===== config.mk =====
export PLATFORM = sky130hd
export DESIGN_NAME = hazard_ctrl
export DESIGN_NICKNAME = d
export VERILOG_FILES = /design/src/rtl/hazard_ctrl.sv
export SDC_FILE = /design/constraint.sdc
export NUM_CORES = 1
export LEC_CHECK = 0
export ABC_AREA = 1
export BUFFER_PORTS_ARGS = -buffer_cell sky130_fd_sc_hd__clkbuf_2
export CAP_MARGIN = 30
export CORE_ASPECT_RATIO = 1.2
export CORE_MARGIN = 5
export CORE_UTILIZATION = 54
export DETAILED_ROUTE_END_ITERATION = 7
export GPL_TIMING_DRIVEN = 0
export PLACE_DENSITY = 0.81
export SLEW_MARGIN = 20
export SYNTH_ARGS = -nofsm -noshare
export SYNTH_HDL_FRONTEND = slang
export SYNTH_SLANG_ARGS = --single-unit

===== constraint.sdc =====
create_clock -name clk -period 1.75 [get_ports clk]
set_input_delay 0.0875 -clock clk [delete_from_list [all_inputs] [get_ports clk]]
set_output_delay 0.0875 -clock clk [all_outputs]
set_load 0.01 [all_outputs]

===== src/rtl/hazard_ctrl.sv =====
// Pipeline hazard control: load-use stall, EX redirect flush, dmem wait freeze and watchdog halt.
// Define PERF_CNT_EN to add saturating stall/redirect performance counters.
module hazard_ctrl #(
    parameter int unsigned MEM_TIMEOUT = 64,
    parameter int unsigned CNT_W       = 16
) (
    input  logic             clk,
    input  logic             rst_n,
    input  logic [4:0]       id_rs1_addr_i,
    input  logic [4:0]       id_rs2_addr_i,
    input  logic             id_uses_rs1_i,
    input  logic             id_uses_rs2_i,
    input  logic [4:0]       ex_rd_addr_i,
    input  logic             ex_mem_read_i,
    input  logic             ex_redirect_i,
    input  logic             mem_access_i,
    input  logic             dmem_ready_i,
    output logic             pc_stall_o,
    output logic             pc_redirect_o,
    output logic             if_id_stall_o,
    output logic             if_id_flush_o,
    output logic             id_ex_stall_o,
    output logic             id_ex_flush_o,
    output logic             ex_mem_stall_o,
    output logic             mem_wb_flush_o,
    output logic             dmem_timeout_o,
    output logic [1:0]       state_o
`ifdef PERF_CNT_EN
    ,
    output logic [CNT_W-1:0] perf_stall_cnt_o,
    output logic [CNT_W-1:0] perf_flush_cnt_o
`endif
);

    typedef enum logic [1:0] {
        RUN      = 2'd0,
        MEM_WAIT = 2'd1,
        HALT     = 2'd2
    } state_t;

    localparam logic [CNT_W-1:0] TIMEOUT_LAST = CNT_W'(MEM_TIMEOUT - 1);

    state_t           state_q, state_d;
    logic [CNT_W-1:0] wait_cnt_q, wait_cnt_d;
    logic             timeout_q, timeout_d;

    logic mem_busy;
    logic halted;
    logic freeze;
    logic rs1_hit;
    logic rs2_hit;
    logic load_use;

    // Hazard detection
    always_comb begin
        mem_busy = mem_access_i & ~dmem_ready_i;
        halted   = (state_q == HALT);
        freeze   = halted | (mem_busy & ((state_q == RUN) | (state_q == MEM_WAIT)));
        rs1_hit  = id_uses_rs1_i & (id_rs1_addr_i == ex_rd_addr_i);
        rs2_hit  = id_uses_rs2_i & (id_rs2_addr_i == ex_rd_addr_i);
        load_use = ex_mem_read_i & (ex_rd_addr_i != '0) & (rs1_hit | rs2_hit);
    end

    // State register
    always_ff @(posedge clk or negedge rst_n) begin
        if (!rst_n) begin
            state_q    <= RUN;
            wait_cnt_q <= '0;
            timeout_q  <= 1'b0;
        end else begin
            state_q    <= state_d;
            wait_cnt_q <= wait_cnt_d;
            timeout_q  <= timeout_d;
        end
    end

    // Next-state logic; the wait counter counts stalled cycles of the current access
    always_comb begin
        state_d    = state_q;
        wait_cnt_d = wait_cnt_q;
        timeout_d  = timeout_q;
        case (state_q)
            RUN: begin
                if (mem_busy) begin
                    state_d    = MEM_WAIT;
                    wait_cnt_d = CNT_W'(1);
                end
            end
            MEM_WAIT: begin
                if (dmem_ready_i) begin
                    state_d    = RUN;
                    wait_cnt_d = '0;
                end else if (wait_cnt_q == TIMEOUT_LAST) begin
                    state_d   = HALT;
                    timeout_d = 1'b1;
                end else begin
                    wait_cnt_d = wait_cnt_q + CNT_W'(1);
                end
            end
            HALT: begin
                state_d = HALT;
            end
            default: begin
                state_d    = RUN;
                wait_cnt_d = '0;
            end
        endcase
    end

    // Output logic: halt/freeze > redirect > load-use
    always_comb begin
        pc_stall_o     = 1'b0;
        pc_redirect_o  = 1'b0;
        if_id_stall_o  = 1'b0;
        if_id_flush_o  = 1'b0;
        id_ex_stall_o  = 1'b0;
        id_ex_flush_o  = 1'b0;
        ex_mem_stall_o = 1'b0;
        mem_wb_flush_o = 1'b0;
        if (rst_n) begin
            if (freeze) begin
                pc_stall_o     = 1'b1;
                if_id_stall_o  = 1'b1;
                id_ex_stall_o  = 1'b1;
                ex_mem_stall_o = 1'b1;
                mem_wb_flush_o = 1'b1;
            end else if (ex_redirect_i) begin
                pc_redirect_o = 1'b1;
                if_id_flush_o = 1'b1;
                id_ex_flush_o = 1'b1;
            end else if (load_use) begin
                pc_stall_o    = 1'b1;
                if_id_stall_o = 1'b1;
                id_ex_flush_o = 1'b1;
            end
        end
    end

    assign state_o        = state_q;
    assign dmem_timeout_o = timeout_q;

`ifdef PERF_CNT_EN
    always_ff @(posedge clk or negedge rst_n) begin
        if (!rst_n) begin
            perf_stall_cnt_o <= '0;
            perf_flush_cnt_o <= '0;
        end else begin
            if (pc_stall_o && (perf_stall_cnt_o != '1)) begin
                perf_stall_cnt_o <= perf_stall_cnt_o + CNT_W'(1);
            end
            if (pc_redirect_o && (perf_flush_cnt_o != '1)) begin
                perf_flush_cnt_o <= perf_flush_cnt_o + CNT_W'(1);
            end
        end
    end
`endif

endmodule


# Yosys cells after proc, flatten, opt, wreduce, memory -nomap -nowiden
# Cells that the tools add are included.
dict set report word_totals {
  ff_bits 19
  latch_bits 0
  ram_bits 0
  rom_bits 0
  in_bits 23
  out_inout_bits 11
  elab_cells 48
  n_memories 0
}
dict set report op_classes {
  add_sub_neg 1
  mul 0
  n_div 0
  order_cmp 0
  n_eq_ne 8
  shift 0
  n_mux 20
  n_bitwise 11
  n_reduce_logical 5
}
# op n
set op_table {}
lappend op_table {{$mux 16} 3}
lappend op_table {{$pmux 16 s3} 1}
lappend op_table {{$add 16x1->16 const B} 1}
lappend op_table {{$eq 16x6->1 const B} 1}
lappend op_table {{$mux 1} 12}
lappend op_table {{$eq 5x5->1} 2}
lappend op_table {{$and 1x1->1} 6}
lappend op_table {{$mux 2} 3}
lappend op_table {{$pmux 2 s3} 1}
lappend op_table {{$reduce_and 3->1} 2}
lappend op_table {{$reduce_bool 5->1} 1}
lappend op_table {{$ne 3x2->1 const B} 1}
lappend op_table {{$ne 3x3->1 const B} 1}
lappend op_table {{$or 1x1->1} 3}
lappend op_table {{$eq 2x1->1 const B} 1}
lappend op_table {{$eq 2x2->1 const B} 1}
lappend op_table {{$logic_not 2->1} 1}
lappend op_table {{$ne 2x2->1 const B} 1}
lappend op_table {{$not 1->1} 2}
lappend op_table {{$reduce_and 2->1} 1}

# Logic depth before layout (Yosys ltp)
dict set report logic_depth {
  word_depth 8
  ltp_mapped 9
  mapped_depth_nobuf 8
}

# Worst setup path after synthesis
# Ideal clock, no wire load.
dict set report synth_path {
  path_type {register to output}
  startpoint {register state_q[1], in the netlist state_o[1]}
  endpoint {output pc_stall_o}
  t_arrival_ns 1.389
  t_required_ns 1.662
  slack_ns 0.273
  stages_incl_launch_ff 9
  n_path_buf 1
  path_cell_list {dfrtp_1 -> inv_1 -> nor2_1 -> inv_1 -> nand2_1 -> inv_1 -> nor2_1 -> o21bai_1 -> buf_4}
}
dict set report synth_via {
  elab_chain_len 6
  elab_cells_between_ends 8
  classes_between {eq/ne (2); mux (2); bitwise (3); reduce/logical (1)}
}
# item line_no
set synth_rtl {}
lappend synth_rtl {{start: declaration} 43} ;# state_t state_q, state_d;
lappend synth_rtl {{start signal: assignment} 71} ;# state_q <= state_d;
lappend synth_rtl {{$eq 2x1->1 or $logic_not 2->1 (tied branches)} 58} ;# freeze = halted | (mem_busy & ((state_q == RUN) | (state_q == MEM_WAIT)));
lappend synth_rtl {{$or 1x1->1} 58}
lappend synth_rtl {{$and 1x1->1} 58}
lappend synth_rtl {{$or 1x1->1 (*)} 58}
lappend synth_rtl {{$mux 1 (*) (2 in a row)} -}
lappend synth_rtl {{end: declaration} 18} ;# output logic pc_stall_o,
# Every way passes the cells marked *; elsewhere a longest branch is shown, timed or not.

# Worst setup path in the final report
dict set report layout_path {
  startpoint {register state_q[1], in the netlist state_o[1]}
  endpoint {output pc_stall_o}
}
dict set report layout_via {
  elab_chain_len 6
  elab_cells_between_ends 8
  classes_between {eq/ne (2); mux (2); bitwise (3); reduce/logical (1)}
}
# item line_no
set layout_rtl {}
lappend layout_rtl {{$eq 2x1->1 or $logic_not 2->1 (tied branches)} 58}
lappend layout_rtl {{$or 1x1->1} 58}
lappend layout_rtl {{$and 1x1->1} 58}
lappend layout_rtl {{$or 1x1->1 (*)} 58}
lappend layout_rtl {{$mux 1 (*)} 121} ;# if (freeze) begin
lappend layout_rtl {{$mux 1 (*)} 120} ;# if (rst_n) begin
# Marked as above.

==> impl_metrics.toml <==
[outcome]
status = "complete, no violations"

[setup_path]
regToRegSetupSlack_ns = 0.24
crit_path_end_kind = "output pin"
cp_max_fo = 4
crit_type = "reg -> out"
reg2reg_depth = 7
cp-start-kind = "register"
endpoint = "pc_stall_o"
cp.required_ns = 1.66
startpoint = "state_o[1]"
arrival_ns = 1.55
r2r_end = "wait_cnt_q[0]"
r2r_start = "state_o[1]"

[clock_tree]
numCtsBuffers = 3
cts_tree = "yes"
cts_root_buffer = "clkbuf_4"
cts.path.max_buffers = 2
insertion_delay_ns = 0.30
clk_pin_slew_ns = 0.11
h-tree-depth = 1
cts.sinks = 19

[sta]
fin_skew_ns = 0.00321
fin_hold_ws_ns = 0.0112
finalSetupTns_ns = 0
finalCriticalPeriod_ns = 1.64
rsz0062_at_grt = "false"
tightest_slew_ns = 0.496
final_hold_viol_count = 0
drv_slew = 0
period_share_pct = 93.6
relSlewSlack_pct = 67.0
setup_viol = 0
max_clock_freq_mhz = 610

[logic_synthesis]
synth_cells = 246
ys_seq_area_share_pct = 31.5
synth-warning-count = 0
syn-num-nets = 270
synth_top_cell_area_share_pct = 31.5
ys_ff_latch = 19
synthDistinctLibCells = 26
synthTopCellsByArea = "dfrtp_1 31%, nand2_1 22%, inv_1 9.2%"
synth_area_leader_cell = "dfrtp_1"
avgSynthCellArea_um2 = 6.14
synth_area_um2 = 1510

[floorplan]
die_w_um = 58.3
row_count = 21
core_area_um2 = 2730
initial_utilization_pct = 55.3
die-area_um2 = 3960
num_io_pins = 34
dieHeight_um = 68.0

[detailed_routing]
vias_per_cell = 4.82
drtIter0Drc = 83
vias = 1538
postRouteAntennaNets = 0
firstDrtPassIters = 4
wirelength_mm = 3.41
wire_per_inst_um = 10.7
post-route-drc-count = 0

[job]
max_cap_viol_count = 0

[pwr]
p_per_area_nw_per_um2 = 690
leakage_nw = 0.995
ir_drop_uv = 681

[placed_design]
io_buffers = 33
routabilityCongestion = 0.907
dp_hpwl_mm = 2.70

[worst_hold_path]
hold_path_class = "in -> reg"

[global_routing]
grt.total_usage_pct = 19.8
grt_pass1_wl_mm = 6.11
grt_max_degree = 20
grt_overflow = 0
grt_pass1_vias = 1430
grt_antenna_before_repair = 0

[finish]
final_common_cell = "nand2_1"
final_cell_mix = "89 x nand2_1, 36 x inv_1, 33 x clkbuf_2"
antenna_cells = 0
layout-drive-gt1-share_pct = 22.1
area_growth_pct = 18.5
final_nets = 310
-- how the worst min path moves through the flow --
stage	startpoint	end	slack (ns)	cells after the start
2_1_floorplan	rst_n	dmem_timeout_o	-0.21	0
3_3_place_gp	rst_n	wait_cnt_q[9]	0.08	1
3_5_place_dp	rst_n	wait_cnt_q[11]	0.09	1
4_1_cts	mem_access_i	state_o[0]	0.02	3
5_1_grt	mem_access_i	state_o[0]	0.02	3
6_report	mem_access_i	state_o[0]	0.01	3
-- synthesized netlist by cell type (all sizes together) --
cell and n:
a21oi 1, and2 1, buf 6, clkbuf 1
dfrtp 19, ha 1, inv 38, nand2 93
nand3 22, nand4 10, nor2 31, o211ai 1
o21a 1, o21ai 16, o21bai 2, or2 2
xnor2 1
-- flip-flops by register name, indices dropped and copies added, names as in the netlist --
name,count
state_o,2
dmem_timeout_o,1
wait_cnt_q,16
-- logic make-up after synthesis --
family / after synthesis / synth area share [%]
AO/OA/AOI/OAI: 21 / 8.61
XOR/XNOR: 1 / 0.580
adder cells (fa/ha/maj): 1 / 0.828
buffers and inverters: 45 / 13.2
flip-flops: 19 / 31.5
AND/OR/NAND/NOR: 159 / 45.4
-- through the flow --
| stage | worst slack, ns | total power, mW | util [%] | cells | cell area, µm² |
|---|---|---|---|---|---|
| after floorplan | 0.273 | 0.835 | - | 246 | 1510 |
| after global placement | 0.262 | 0.982 | 62.9 | 313 | 1720 |
| after detailed placement | 0.236 | 0.991 | 62.9 | 313 | 1720 |
| after CTS | 0.0408 | 1.22 | 64.4 | 318 | 1760 |
| after global routing | 0.00550 | 1.33 | 65.6 | 319 | 1790 |
| final | 0.111 | 1.24 | 65.6 | 319 | 1790 |
-- cell type report --
class	count	area, µm²
fill	271	941
multi-input combinational	182	856
sequential	19	477
timing repair buffer	35	190
inverter	38	143
buffer	7	56.3
tap	34	42.5
clock buffer	3	22.5
clock inverter	1	5.00
-- metal layers --
layer  routed length [µm]  track usage, %  up-vias
met5                    0               0        -
met4                   57            7.25        0
met3                  127            2.64        7
met2                 1720            35.1       26
met1                 1510            24.2      661
li1                     -               -      844
-- worst max-delay path, cell delays in order (launching register included) --
cell,delay (ns)
dfrtp_1,0.43
inv_2,0.11
nor2_4,0.04
inv_1,0.05
nand2_1,0.04
inv_1,0.10
nor2_4,0.05
o21bai_2,0.19
buf_4,0.13
clkbuf_2,0.11
-- repair_timing --
action | CTS | global route
hold endpoints to repair | 19 | 0
pin swaps | 0 | 0
setup buffers | 0 | 0
hold buffers | 1 | 0
endpoints found under the setup margin | 1 | 2
resized for setup | 1 | 6
-- power breakdown --
part | switching, mW | total, mW | internal, mW
clock network | 0.143 | 0.228 | 0.0852
registers | 0.0460 | 0.527 | 0.481
logic | 0.285 | 0.481 | 0.196
total | 0.474 | 1.24 | 0.762
(Power assumes the default switching activity.)
